## config.mk

```make
export PLATFORM = sky130hd
export DESIGN_NAME = fetch_unit
export DESIGN_NICKNAME = d
export VERILOG_FILES = /design/src/rtl/mips_pkg.sv /design/src/rtl/if_id_reg.sv /design/src/rtl/fetch_unit.sv
export SDC_FILE = /design/constraint.sdc
export NUM_CORES = 1
export LEC_CHECK = 0
export CAP_MARGIN = 20
export CORE_AREA = 2 2 143 145
export DETAILED_ROUTE_END_ITERATION = 6
export DIE_AREA = 0 0 145 147
export DONT_BUFFER_PORTS = 1
export REMOVE_ABC_BUFFERS = 1
export SLEW_MARGIN = 25
export SYNTH_ARGS = -nofsm -noshare
export SYNTH_HDL_FRONTEND = slang
export SYNTH_SLANG_ARGS = --single-unit
```

## constraint.sdc

```tcl
create_clock -name clk -period 2.9 [get_ports clk]
set_clock_uncertainty 0.15 [all_clocks]
set_input_delay 0.725 -clock clk [delete_from_list [all_inputs] [get_ports clk]]
set_output_delay 0.725 -clock clk [all_outputs]
set_load 0.01 [all_outputs]
```

## src/rtl/mips_pkg.sv

```systemverilog
// Shared types and constants for the MIPS pipeline stages.
// Holds the fetch FSM state, the IF/ID bundle and PC helpers.
package mips_pkg;

  localparam int          INSTR_W = 32;
  localparam logic [31:0] PC_INC  = 32'd4;
  localparam logic [INSTR_W-1:0] NOP = '0;

  typedef enum logic [1:0] {
    FETCH,
    HOLD,
    KILL
  } fetch_state_t;

  typedef struct packed {
    logic [INSTR_W-1:0] instr;
    logic [31:0]        pc4;
    logic               valid;
  } if_id_t;

  function automatic logic [31:0] word_align(
    input logic [31:0] a
  );
    return {a[31:2], 2'b00};
  endfunction

endpackage

```

## src/rtl/if_id_reg.sv

```systemverilog
// IF/ID pipeline register: load, flush (valid only), hold.
// Ports: clk, rst_n, load, flush, hold, d (next bundle), q (held bundle).
module if_id_reg
  import mips_pkg::*;
(
  input  logic   clk,
  input  logic   rst_n,
  input  logic   load,
  input  logic   flush,
  input  logic   hold,
  input  if_id_t d,
  output if_id_t q
);

  always_ff @(posedge clk or negedge rst_n) begin
    if (!rst_n) begin
      q.instr <= NOP;
      q.pc4   <= '0;
      q.valid <= 1'b0;
    end else if (flush) begin
      // Bubble: payload is kept, only the valid bit drops.
      q.valid <= 1'b0;
    end else if (load && !hold) begin
      q <= d;
    end
  end

endmodule

```

## src/rtl/fetch_unit.sv

```systemverilog
// Instruction fetch stage: PC, imem req/ready handshake, IF/ID register.
// Ports: clk, rst_n, imem_*, stall, redirect(_pc), if_id_instr/pc4/valid.
module fetch_unit
  import mips_pkg::*;
#(
  parameter logic [31:0] RESET_PC = 32'h0000_0000
) (
  input  logic               clk,
  input  logic               rst_n,
  output logic               imem_req,
  output logic [31:0]        imem_addr,
  input  logic [INSTR_W-1:0] imem_rdata,
  input  logic               imem_ready,
  input  logic               stall,
  input  logic               redirect,
  input  logic [31:0]        redirect_pc,
  output logic [INSTR_W-1:0] if_id_instr,
  output logic [31:0]        if_id_pc4,
  output logic               if_id_valid
);

  fetch_state_t       state_q, state_d;
  logic [31:0]        pc_q, pc_d;
  logic [31:0]        pend_q, pend_d;
  logic [INSTR_W-1:0] hold_q, hold_d;
  logic               run_q;

  logic        load, flush;
  if_id_t      nd, q;
  logic [31:0] pc_inc;
  logic [31:0] rpc;

  assign pc_inc = pc_q + PC_INC;
  assign rpc    = word_align(redirect_pc);

  // run_q keeps the request low until the first edge after reset release.
  assign imem_req  = run_q && (state_q != HOLD);
  assign imem_addr = pc_q;

  always_ff @(posedge clk or negedge rst_n) begin
    if (!rst_n) begin
      state_q <= FETCH;
      pc_q    <= word_align(RESET_PC);
      pend_q  <= '0;
      hold_q  <= NOP;
      run_q   <= 1'b0;
    end else begin
      state_q <= state_d;
      pc_q    <= pc_d;
      pend_q  <= pend_d;
      hold_q  <= hold_d;
      run_q   <= 1'b1;
    end
  end

  always_comb begin
    state_d  = state_q;
    pc_d     = pc_q;
    pend_d   = pend_q;
    hold_d   = hold_q;
    load     = 1'b0;
    flush    = 1'b0;
    nd.instr = imem_rdata;
    nd.pc4   = pc_inc;
    nd.valid = 1'b1;
    if (run_q) begin
      unique case (state_q)
        FETCH: begin
          if (redirect) begin
            flush = 1'b1;
            if (imem_ready) begin
              pc_d = rpc;
            end else begin
              pend_d  = rpc;
              state_d = KILL;
            end
          end else if (imem_ready && !stall) begin
            load = 1'b1;
            pc_d = pc_inc;
          end else if (imem_ready) begin
            hold_d  = imem_rdata;
            state_d = HOLD;
          end else if (!stall) begin
            flush = 1'b1;
          end
        end
        HOLD: begin
          if (redirect) begin
            pc_d    = rpc;
            flush   = 1'b1;
            state_d = FETCH;
          end else if (!stall) begin
            load     = 1'b1;
            nd.instr = hold_q;
            pc_d     = pc_inc;
            state_d  = FETCH;
          end
        end
        KILL: begin
          // Stale address stays on the bus until the memory answers.
          flush = 1'b1;
          if (imem_ready) begin
            pc_d    = redirect ? rpc : pend_q;
            state_d = FETCH;
          end else if (redirect) begin
            pend_d = rpc;
          end
        end
        default: state_d = FETCH;
      endcase
    end
  end

  if_id_reg u_if_id (
    .clk   (clk),
    .rst_n (rst_n),
    .load  (load),
    .flush (flush),
    .hold  (stall),
    .d     (nd),
    .q     (q)
  );

  assign if_id_instr = q.instr;
  assign if_id_pc4   = q.pc4;
  assign if_id_valid = q.valid;

endmodule

```

==> flow_results.org, run 1 <==
** Run status
- Outcome :: finished, violations left
- The checks that failed: hold timing.

** Routing
- The count of nets left with antenna violations once routing finished came out at 0.
- Iteration count of the initial detailed-routing pass :: 6
- Routed wire length :: 20040 um
- Detailed-route wire length per cell :: 20.02 um
- Detailed routing inserted a total of 5707 vias.
- For this run, design rule violations remaining after detail routing come to 0.
- For this block, the initial DRC count from the detailed router was 442.
- Via density per instance :: about 5.7

** Timing
- Worst slack on hold paths :: -160.7 ps
- The number of endpoints with negative hold slack in the final report came to ~160.
- The worst path uses between 80% and 90% of the clock period.
- For this run, the top clock speed supported by timing is 385.4 MHz.
- Headroom to the max-slew limit came out at 31.53%.
- Final max-slew violation count :: 0
- Setup repair after global routing left no endpoint under its margin.
- Final setup viols :: 0
- Slew at the pin closest to its max-slew limit :: 1025 ps
- Counting I/O delays and the setup requirement, the final critical path takes 2595 ps.

** Floorplan
- The region available for standard cell placement spans 0.01984 sq mm.
- Die width :: 145 um
- IO Count :: 167
- The floorplan has 52 rows.
- The floorplan step defined a die boundary enclosing 0.02132 sq mm.
- The die is 147 um tall.
- The initial utilization of the core area, before any placement, comes to approximately 39%.

** Yosys
- After synthesis, the netlist uses 61 different library cells.
- Counting flops with an async set or reset pin after synthesis yields a share of 100.0%.
- Counting every instance in the synthesized netlist gives 729.
- FF+latch count, synth :: 164
- Syn. warnings :: 0
- Syn avg cell area :: around 11 sq um
- Post-synthesis instance area :: 0.007746 sq mm
- In this run, synthesis inferred 0 flip-flops with an integrated enable.
- Sequential cells were found to cover 52.98% of the synthesized design area.
- For this run, the leading register cell type out of synthesis is sky130_fd_sc_hd__dfrtp_1.

** GRT
- The initial antenna violation count was 0.
- The via count of the first global-routing pass was 5719.
- Global Route Usage Sum :: 19.10%
- Global route overflow :: 0
- The first global-routing pass estimated 32080 um of wire.
- Entering global routing, the biggest net connects 165 pins.

** Critical path
- Crit path largest cell delay :: 610 ps
- The signal on the critical path passes through ha_1 > and3_1 > nand3_1 > or4_1 > o2111ai_1.
- The startpoint identified for the worst register-to-register timing path is imem_addr[3]$_DFFE_PN0P_.
- Setup slack, reg-to-reg :: just over 300 ps
- STA classifies the critical path startpoint as a register.
- Along the worst path, the maximum fanout reaches 8.
- Arrival time worst endpoint :: 2780 ps
- Combined buffer and inverter count along the critical path :: 0
- The slowest stage of the critical path is the sky130_fd_sc_hd__or4_1 cell.
- Register-to-Register Path Depth :: 5
- Kind of critical path :: register to register
- Crit path required time :: 3090 ps
- Category of cells accounting for the largest share of critical-path delay :: simple AND/OR/NAND/NOR gates
- The worst setup path is captured at a register.
- Worst R2R End :: imem_addr[22]$_DFFE_PN0P_

** Clocking
- At the later pin of the worst-skew pair, clock insertion delay measures 420 ps.
- After clock tree synthesis, the repair step resized 0 gates.
- Max H-tree Level :: 4
- Clock tree from TritonCTS :: yes
- The tree is rooted in a sky130_fd_sc_hd__clkbuf_16.
- Counting the buffers created by CTS gives 17.
- Clock-pin slew was measured on the worst setup and hold paths at roughly 70 ps.
- In this run the deepest clock path goes through 2 buffers.
- Buffers added to address setup during post-CTS repair amount to 0.
- For this design, the sink count on the clock tree is 164.

** Placement
- Routability-driven placement finished with a final weighted congestion of 0.7881.
- Summing all placed instances gives a cell area of 0.008113 sq mm.
- Buffers placed on the I/O ports in this run total 0.
- The number of placed instances, taps included, is between 900 and 1000.
- Total half-perimeter wirelength after legalization and detailed placement :: 13730 um

** Power
- Peak VDD IR :: 0.4772 mV
- Power spread over the standard cell area amounts to 814.8 mW/mm^2.
- Leakage power :: 3.597 nW

** Layout
- In the final layout, the share of cells above drive strength 1 is 16.42%.
- Counting the fill cells in the layout gives about 1900.
- Synthesis-to-layout area growth :: 12.08%
- For this run, the share of the core covered by cells in the final layout is between 40% and 50%.
- Area of all placed cells without fillers :: 0.008682 sq mm
- For this run, the post-layout net count is 788.
- Excluding fillers, the count of instances in the completed layout stands at 1001.
- Ant. Diodes :: 0

** Hold path
- Hold Path Class :: primary input to async pin

** Run
- Number of violations of the max-capacitance limit :: 0
==> synthesized netlist by cell type, types with 2 or more instances <==
cell                        count  area share (%)
sky130_fd_sc_hd__a211o_1        5            0.57
sky130_fd_sc_hd__a21boi_0       2            0.19
sky130_fd_sc_hd__a21oi_1       16             1.0
sky130_fd_sc_hd__a221oi_1       2            0.23
sky130_fd_sc_hd__a222oi_1       9             1.2
sky130_fd_sc_hd__a22oi_1        5            0.48
sky130_fd_sc_hd__a31oi_1        7            0.57
sky130_fd_sc_hd__a32oi_1        2            0.23
sky130_fd_sc_hd__and2_1         4            0.32
sky130_fd_sc_hd__and3_1         4            0.32
sky130_fd_sc_hd__and4_1         3            0.34
sky130_fd_sc_hd__buf_1          3            0.15
sky130_fd_sc_hd__buf_2         10            0.65
sky130_fd_sc_hd__buf_4          2            0.19
sky130_fd_sc_hd__clkbuf_1      40             1.9
sky130_fd_sc_hd__dfrtp_1      164              53
sky130_fd_sc_hd__inv_1         11            0.53
sky130_fd_sc_hd__mux2_1         6            0.87
sky130_fd_sc_hd__mux2_2        57             8.3
sky130_fd_sc_hd__mux2i_1       35             4.5
sky130_fd_sc_hd__nand2_1       95             4.6
sky130_fd_sc_hd__nand2b_1      10            0.81
sky130_fd_sc_hd__nand3_1       33             2.1
sky130_fd_sc_hd__nand4_1       13             1.0
sky130_fd_sc_hd__nor2_1        19            0.92
sky130_fd_sc_hd__nor2b_1        7            0.57
sky130_fd_sc_hd__nor3_1        10            0.65
sky130_fd_sc_hd__nor3b_1        3            0.29
sky130_fd_sc_hd__nor4_1         6            0.48
sky130_fd_sc_hd__o211ai_1      12             1.2
sky130_fd_sc_hd__o21a_1         3            0.29
sky130_fd_sc_hd__o21ai_0       60             3.9
sky130_fd_sc_hd__o22a_1         2            0.23
sky130_fd_sc_hd__o22ai_1        5            0.40
sky130_fd_sc_hd__o2bb2ai_1      3            0.34
sky130_fd_sc_hd__o311ai_1       4            0.45
sky130_fd_sc_hd__o31a_1         4            0.45
sky130_fd_sc_hd__o31ai_1        2            0.19
sky130_fd_sc_hd__o41ai_1        2            0.23
sky130_fd_sc_hd__or3_1          3            0.24
sky130_fd_sc_hd__or4_1         12             1.2
sky130_fd_sc_hd__or4b_1         3            0.39
sky130_fd_sc_hd__xnor2_1       11             1.2
sky130_fd_sc_hd__xor2_1         3            0.34
==> kinds of logic after synthesis <==
family | count (synthesis) | share of synthesized area (%)
AND/OR/NAND/NOR | 230 | 14.93
flip-flops | 164 | 52.98
AO/OA/AOI/OAI | 155 | 13.16
multiplexers | 98 | 13.68
buffers and inverters | 66 | 3.457
XOR/XNOR | 14 | 1.583
adder cells (fa/ha/maj) | 1 | 0.1615
other | 1 | 0.04841
==> routing by layer <==
metal,routed length [um],GRT usage (%),vias to the layer above
met3,2168,8.820,22
met5,0,0,-
li1,-,-,2630
met4,269,5.743,0
met1,8207,23.33,2839
met2,9398,30.40,216
==> registers in the layout, indices dropped and copies added, names as in the netlist <==
signal	cells
imem_addr	32
pend_q	32
run_q	1
state_q	2
u_if_id.q	65
hold_q	32
==> per-stage QoR <==
| step | TNS [ps] | hold slack, ps | worst slack, ps | total power, mW |
|---|---|---|---|---|
| 2_1_floorplan | -64330 | 279.4 | -781.7 | 4.437 |
| 3_3_place_gp | 0 | 283.4 | 369.5 | 4.854 |
| 3_5_place_dp | 0 | 283.5 | 350.0 | 4.936 |
| 4_1_cts | 0 | -181.6 | 345.7 | 7.154 |
| 5_1_grt | 0 | -198.1 | 199.0 | 7.498 |
| 6_report | 0 | -160.7 | 305.1 | 7.074 |
==> worst max-delay path by stage <==
stage,start,endpoint,depth (start not counted)
after floorplan,redirect,pend_q[10]$_DFFE_PN0P_,3
after global placement,redirect,imem_addr[14]$_DFFE_PN0P_,5
after detailed placement,redirect,imem_addr[14]$_DFFE_PN0P_,5
after CTS,imem_addr[3]$_DFFE_PN0P_,imem_addr[22]$_DFFE_PN0P_,5
after global routing,imem_addr[3]$_DFFE_PN0P_,u_if_id.q[25]$_DFFE_PN0P_,5
final,imem_addr[3]$_DFFE_PN0P_,imem_addr[22]$_DFFE_PN0P_,5
==> area by class of cell <==
type | instances | area [sq um] | share of cell area [%]
multi-input combinational | 499 | 3405 | 39.21
timing repair buffer | 25 | 225.2 | 2.594
clock buffer | 18 | 429.2 | 4.943
sequential | 164 | 4104 | 47.27
inverter | 11 | 41.29 | 0.4756
clock inverter | 14 | 140.1 | 1.614
tap | 270 | 337.8 | 3.891
==> placed cells by master, fill, tap and decap left out, types with 10 or more instances in the layout <==
master                      Yosys  layout
sky130_fd_sc_hd__dfrtp_1      164     164
sky130_fd_sc_hd__nand2_1       95      94
sky130_fd_sc_hd__o21ai_0       60      60
sky130_fd_sc_hd__mux2_2        57      57
sky130_fd_sc_hd__mux2i_1       35      35
sky130_fd_sc_hd__nand3_1       33      33
sky130_fd_sc_hd__buf_4          2      22
sky130_fd_sc_hd__nor2_1        19      18
sky130_fd_sc_hd__clkbuf_16      0      17
sky130_fd_sc_hd__a21oi_1       16      16
sky130_fd_sc_hd__nand4_1       13      13
sky130_fd_sc_hd__or4_1         12      12
sky130_fd_sc_hd__o211ai_1      12      12
sky130_fd_sc_hd__inv_1         11      11
sky130_fd_sc_hd__xnor2_1       11      11
sky130_fd_sc_hd__nand2b_1      10      10
==> where the power goes <==
group | internal (mW) | switching (mW) | total (mW)
logic | 0.583 | 0.554 | 1.14
registers | 2.94 | 0.805 | 3.74
clock network | 1.21 | 0.993 | 2.20
total | 4.72 | 2.35 | 7.07
Power figures use the tool's default switching activity.
==> inputs of run 2 (changes only) <==
Settings changed: BUFFER_PORTS_ARGS set to -buffer_cell sky130_fd_sc_hd__buf_2, DONT_BUFFER_PORTS 1 to unset.
==> run 2 against run 1 <==
The flow now finishes without violations. Clock power fell by 5%. Sequential power down 8.3%. Register-to-register slack better by 120 ps. Cell area is 10% higher. Sequential share of layout area shrank 4.3 points. Non-clock buffer count is 168 higher. Power grew 4.6%. Global-route usage is 0.61 points higher. Via count rose by 8.8%. Core utilization rose by 4.4 points. Combinational power is 65% higher. Critical endpoint is now u_if_id.q[32]$_DFFE_PN0P_. Largest power group unchanged.
==> flow_results.org, run 2 (synthesis results as in run 1) <==
** Power
- Power density over the cells :: around 780 mW/mm^2
- IR analysis of the VDD net gives a maximum drop of 0.4351 mV.
- After layout, the design draws a total of 7.402 mW.
- Summed over all cells, the static leakage comes to roughly 4.3 nW.
- Relative contribution of combinational cells to total power :: 25.4%
- Proportion of power drawn by flip-flops and latches :: between 40 and 50%
- Int Pwr :: 4.950 mW
- The analysis attributes to net switching a power of 2.452 mW.
- The clock network is responsible for between 20% and 30% of the overall power.
- Switching share of power :: 33.13%

** Critical path
- Launch instance of the worst register-to-register path :: imem_addr[18]$_DFFE_PN0P_
- Worst R2R End :: u_if_id.q[32]$_DFFE_PN0P_
- Along the worst path, the maximum fanout reaches 18.
- For the worst flop-to-flop path, the logic depth is 4.
- The critical path contains buffers and inverters numbering 0 combined.
- Ordered cell list for the critical path :: nand4_2 > or4_1 > or4_1 > a31oi_1
- Kind of critical path :: register to register
- STA puts the critical path data required time at between 3000 and 4000 ps.
- Arrival time worst endpoint :: 2680 ps
- Kind of end point of the critical path :: register
- Setup slack, reg-to-reg :: 430 ps
- For this design, the slowest cell found on the critical path is sky130_fd_sc_hd__or4_1.
- Launching element type of the critical path :: register
- In this design, the stage delay of the slowest critical-path cell is 840 ps.
- Crit-path most repeated cell :: sky130_fd_sc_hd__or4_1
- Category of cells accounting for the largest share of critical-path delay :: simple AND/OR/NAND/NOR gates

** GRT
- Entering global routing, the biggest net connects 56 pins.
- The via count of the first global-routing pass was 5950.
- Summed over all layers, the global routing overflow is 0.
- Wire length of the first global-routing pass :: roughly 33000 um
- Global routing used 19.71% of the available tracks across all layers.
- Initial antenna violation count :: 1

** Routing
- Wires add up to approximately 20000 um.
- The detailed router placed approximately 6200 vias in this run.
- DRC violations left :: 0
- Detailed-route wire length per cell :: 17.51 um
- Drt initial violations :: just under 400
- In this run the remaining antenna-violating nets after routing total 0.
- After detailed routing, the number of vias per cell comes to 5.309.
- Iteration count of the initial detailed-routing pass :: 5

** Clocking
- Clock Tree Root :: sky130_fd_sc_hd__clkbuf_16
- Clock transition at the registers of the reported paths :: 70 ps
- Once the clock tree was built, the setup fixing pass inserted 0 buffers.
- CTS-repair resized insts :: 0
- TritonCTS Buffers :: 17
- No sink is reached through more buffers than the 2 on the longest clock path.
- Number of hold buffers added after cts :: 0
- Clock Latency Late Sink :: 430 ps
- TritonCTS built the clock tree.
- Max H-tree Level :: 4
- The tree built by TritonCTS fans out to 164 sinks.

** Timing
- Period utilization :: between 80% and 90%
- Max-Slew Margin vs Limit :: 30.89%
- The number of endpoints with negative hold slack in the final report was 0.
- Setup violations remaining at the end of the flow were counted as 0.
- Achievable clock frequency :: roughly 400 MHz
- Unrepaired setup endpoints after global routing :: false
- At the pin with the least slew margin, the transition time is 1037 ps.
- The routed design could run at a clock period as short as between 2000 and 2500 ps.
- The max-slew violation count was 0.

** Placement
- Total half-perimeter wirelength after legalization and detailed placement :: 14470 um
- Once placement completed, the tool counted placed cells totaling about 1100.
- Port buffer count :: 164
- The congestion estimate from routability-driven global placement came to ~0.81.

** Layout
- Number of filler instances in the final layout :: 1853
- The net count of the finished layout is 956.
- The register with the most flip-flops in the layout has 65 of them.
- The sequential cells in the finished layout cover a total of between 0.004 and 0.005 sq mm.
- Commonest non-fill, non-tap cells in the layout :: 164 x sky130_fd_sc_hd__dfrtp_1, 163 x sky130_fd_sc_hd__buf_2, 94 x sky130_fd_sc_hd__nand2_1
- Most common cell after layout, fill and taps aside :: sky130_fd_sc_hd__dfrtp_1
- Fin cells :: 1170
- Share of layout cells above drive strength 1 :: 31.92%
- Synthesis-to-layout area growth :: 23.28%
- In the final layout, the multi-input gates occupy about 0.0034 sq mm.
- Register name with the most flops :: u_if_id.q

** Floorplan
- The core region is slightly below 0.02 sq mm.
- Measured along the x axis, the die boundary spans 145 um.
- Die Outline Area :: 0.02132 sq mm
- Chip height :: 147 um
- The initialized floorplan defines 52 standard-cell rows.
- Effective utilization at floorplan :: 39.04%
- For this design the top-level I/O count stands at approximately 170.

** Hold path
- Hold Path Class :: primary input to async pin

** Run
- Max-cap violations in this run came to 0.

** Run status
- The run finished with clean final reports.
[run 2: cell count changes in the layout (fill, tap and decap cells not counted), sizes merged]
cell,change
bufinv,-1
buf,+168
diode,+1
clkinv,+3
inv,-3
clkbuf,+1
[run 2: power groups by stage]
stage / Clock, mW / Sequential (mW) / Combinational (mW)
floorplan: 0 / 3.58 / 0.860
global placement: 0 / 3.44 / 1.88
detailed placement: 0 / 3.47 / 1.90
CTS: 2.15 / 3.43 / 1.91
global route: 2.24 / 3.53 / 2.09
finish: 2.10 / 3.43 / 1.88
[run 2: cell type report]
cell class                 instances  area share [%]
antenna                            1         0.02621
clock buffer                      19           4.638
clock inverter                    13           1.035
inverter                          11          0.4324
multi-input combinational        499           35.63
sequential                       164           42.98
tap                              270           3.538
timing repair buffer             193           11.73
[run 2: metrics by stage]
| stage | TNS, ps | util [%] | cell area (sq um) | hold slack [ps] | worst slack [ps] |
|---|---|---|---|---|---|
| floorplan | -64330 | - | 7520 | 279.4 | -781.7 |
| global placement | 0 | 45.38 | 9005 | 305.5 | 304.5 |
| detailed placement | 0 | 45.38 | 9005 | 311.5 | 281.4 |
| CTS | 0 | 48.11 | 9547 | 94.10 | 426.1 |
| global route | 0 | 48.11 | 9547 | 109.9 | 295.1 |
| finish | 0 | 48.12 | 9549 | 90.32 | 426.1 |
[run 2: worst reg2reg max path, cell delays in order (launching register included)]
cell and delay, ps:
sky130_fd_sc_hd__dfrtp_1 450, sky130_fd_sc_hd__nand4_2 210, sky130_fd_sc_hd__or4_1 840, sky130_fd_sc_hd__or4_1 590
sky130_fd_sc_hd__a31oi_1 170
[run 2: worst max-delay path by stage]
stage | from | depth (start not counted) | to
floorplan | redirect | 3 | pend_q[10]$_DFFE_PN0P_
global placement | redirect | 6 | imem_addr[31]$_DFFE_PN0P_
detailed placement | redirect | 6 | hold_q[24]$_DFFE_PN0P_
CTS | imem_addr[18]$_DFFE_PN0P_ | 4 | imem_addr[31]$_DFFE_PN0P_
global route | imem_addr[19]$_DFFE_PN0P_ | 4 | imem_addr[27]$_DFFE_PN0P_
finish | imem_addr[18]$_DFFE_PN0P_ | 4 | u_if_id.q[32]$_DFFE_PN0P_
[run 2: metal layers]
| layer | GRT usage (%) | up-vias | share of wire (%) | routed length [um] |
|---|---|---|---|---|
| li1 | - | 2973 | - | - |
| met1 | 27.23 | 3036 | 46 | 9478 |
| met2 | 31.07 | 184 | 46 | 9391 |
| met3 | 5.155 | 18 | 6.7 | 1370 |
| met4 | 5.099 | 0 | 1.2 | 247 |
| met5 | 0 | - | 0 | 0 |
==> inputs of run 3 (changes only) <==
Settings changed: CORE_AREA 2 2 143 145 to 2 2 135 137, DIE_AREA 0 0 145 147 to 0 0 137 139, PLACE_DENSITY set to 0.67, SLEW_MARGIN 25 to unset.
==> run 3 against run 2 <==
Hold slack improved by 7.0 ps. Non-clock buffer count fell by 5. Global-route usage increased by 2.1 points. Final cell count decreased by 4.0%. Maximum frequency is 0.15% lower. Cell area down 0.16%. Critical path type unchanged. Largest cell class unchanged. Highest routed layer unchanged.
==> flow_results.org, run 3 (synthesis results as in run 1) <==
** Clocking
- The H-tree was split into 4 levels.
- Clock tree from TritonCTS :: yes
- The tree is rooted in a sky130_fd_sc_hd__clkbuf_16.
- Buffer levels on the longest clock path :: 2
- Clock-pin slew was measured on the worst setup and hold paths at approximately 70 ps.
- Clock Latency Late Sink :: 430 ps
- Number of clock sinks :: 164
- The number of clock buffers added by TritonCTS is 17.
- Post-CTS setup buffers :: 0
- Post-CTS repair changed the size of 0 cells.
- Hold repair after CTS inserted 0 buffers.

** Floorplan
- The region available for standard cell placement spans ~0.018 sq mm.
- The initial utilization of the core area, before any placement, comes to 43.87%.
- 167 I/O pins were placed.
- Die width :: 137 um
- Cell row count :: a little under 50
- Measured along the y axis, the die boundary spans 139 um.
- The die covers 0.01904 sq mm.

** Power
- VDD sags by at most about 0.54 mV.
- In this run the power density over the cells is 806.0 mW/mm^2.
- Summed over all cells, the static leakage comes to 4.344 nW.
- Total power for the finished layout comes to around 7.7 mW.

** Run
- Number of violations of the max-capacitance limit :: 0

** Layout
- Most common cell after layout, fill and taps aside :: sky130_fd_sc_hd__dfrtp_1
- Cells with a size suffix above 1 make up a little under a third of the layout.
- Ranked by flip-flop count, first place goes to u_if_id.q.
- Area occupied by multi-input gates :: around 0.0034 sq mm
- Once layout is done, the placed cells without fillers occupy 0.009534 sq mm.
- Fill cells in the final layout number approximately 1600.
- Synthesis-to-layout area growth :: 23.08%
- The register with the most flip-flops in the layout has 65 of them.
- Across the whole layout, storage elements account for 0.004104 sq mm.
- 0 antenna diodes ended up in the layout.
- Fin nets :: between 900 and 1000
- Commonest non-fill, non-tap cells in the layout :: 164 x sky130_fd_sc_hd__dfrtp_1, 163 x sky130_fd_sc_hd__buf_2, 94 x sky130_fd_sc_hd__nand2_1

** Critical path
- Grouping stages by cell kind, the critical path spends the most delay in simple AND/OR/NAND/NOR gates.
- The number of buffers and inverters on the critical path is 0.
- STA puts the critical path data arrival time at 2680 ps.
- The worst setup path is captured at a register.
- At the worst endpoint, the required time is ~3100 ps.
- Crit path largest cell delay :: 800 ps
- Kind of critical path :: register to register
- Of all nets on the critical path, the largest fanout is 18.
- Ordered cell list for the critical path :: nand3_1 > or4_1 > or4b_1 > nand3_1
- Cell with the largest stage delay on the worst path :: sky130_fd_sc_hd__or4_1
- The most numerous cell type found on the critical path is sky130_fd_sc_hd__nand3_1.
- Launching element type of the critical path :: register

** Timing
- The number of endpoints with negative hold slack in the final report was 0.
- Period utilization :: 85.43%
- Timing would allow up to 403.6 MHz.
- Setup repair after global routing left no endpoint under its margin.
- For the pin with the worst max-slew slack, the measured transition is 958.0 ps.
- Final critical-path setup slack :: about 420 ps
- Setup violations remaining at the end of the flow were counted as 0.
- In this run the tightest slew margin relative to its limit is 36.13%.
- Final max-slew violation count :: 0
- Minimum clock period after layout :: 2478 ps

** Routing
- DRC violations left :: 0
- After the first detailed-routing iteration, the DRC count stood at 417.
- Antenna Violating Nets Remaining :: 0
- Detailed-route via count :: 6268
- Detailed-route wire length per cell :: 18.06 um
- Via density per instance :: 5.581
- Routed wire length :: 20280 um
- The first detailed-routing pass ran for 7 iterations.

** Hold path
- In this run the worst hold path is classified as primary input to async pin.

** GRT
- Largest net degree at the start of global routing :: 59
- Global routing finished with a remaining overflow of 0.
- The first global-routing pass estimated approximately 33000 um of wire.
- Across every metal layer, demand over resource in global routing totals 21.77%.
- The initial antenna violation count is 0.
- The via count of the first global-routing pass came to 6076.

** Run status
- The run finished with clean final reports.

** Placement
- Summing all placed instances gives a cell area of 0.008916 sq mm.
- Summed over all nets, the half-perimeter wirelength after detailed placement is 13960 um.
- At the end of routability-driven placement, the weighted congestion stood at 0.8103.
- Pre-CTS setup slack :: 369.3 ps
- Buffers placed on the I/O ports in this run total ~160.
==> run 3: power by group <==
group | switching (mW) | internal, mW | leakage, nW | total (mW)
sequential | 0.507 | 2.94 | 2.03 | 3.44
combinational | 0.989 | 0.872 | 2.01 | 1.86
clock | 1.00 | 1.38 | 0.301 | 2.38
total | 2.50 | 5.19 | 4.34 | 7.68
==> run 3: final cells by class <==
cell class	count	area share (%)
sequential	164	43.04
multi-input combinational	499	35.68
clock buffer	17	4.462
tap	229	3.005
clock inverter	15	2.021
inverter	11	0.4331
timing repair buffer	188	11.35
==> run 3: through the flow <==
step	std cells	util [%]	hold slack (ps)	TNS, ps
finish	1123	54.00	97.30	0
global route	1123	54.00	136.5	0
CTS	1123	54.00	115.6	0
detailed placement	1091	50.50	311.4	0
global placement	1091	50.50	305.4	0
floorplan	674	-	279.4	-64330
==> run 3: final timing paths <==
path / start / to / slack, ps / cells after the start
setup / recovery: imem_addr[13]$_DFFE_PN0P_ / imem_addr[27]$_DFFE_PN0P_ / 420 / 4
hold / removal: rst_n / u_if_id.q[60]$_DFFE_PN0P_ / 100 / 1
setup reg to reg: imem_addr[13]$_DFFE_PN0P_ / imem_addr[27]$_DFFE_PN0P_ / 420 / 4
hold reg to reg: u_if_id.q[2]$_DFFE_PN0P_ / u_if_id.q[2]$_DFFE_PN0P_ / 320 / 2
max in group asynchronous: rst_n / u_if_id.q[17]$_DFFE_PN0P_ / 1790 / 2
min in group clk: u_if_id.q[2]$_DFFE_PN0P_ / u_if_id.q[2]$_DFFE_PN0P_ / 320 / 2
==> run 3: metal layers <==
| metal | vias up | global-route usage [%] | part of all wire, % |
|---|---|---|---|
| met4 | 0 | 4.883 | 0.96 |
| met5 | - | 0 | 0 |
| met3 | 18 | 5.885 | 8.1 |
| met1 | 3070 | 29.91 | 43 |
| met2 | 212 | 34.49 | 47 |
| li1 | 2968 | - | - |
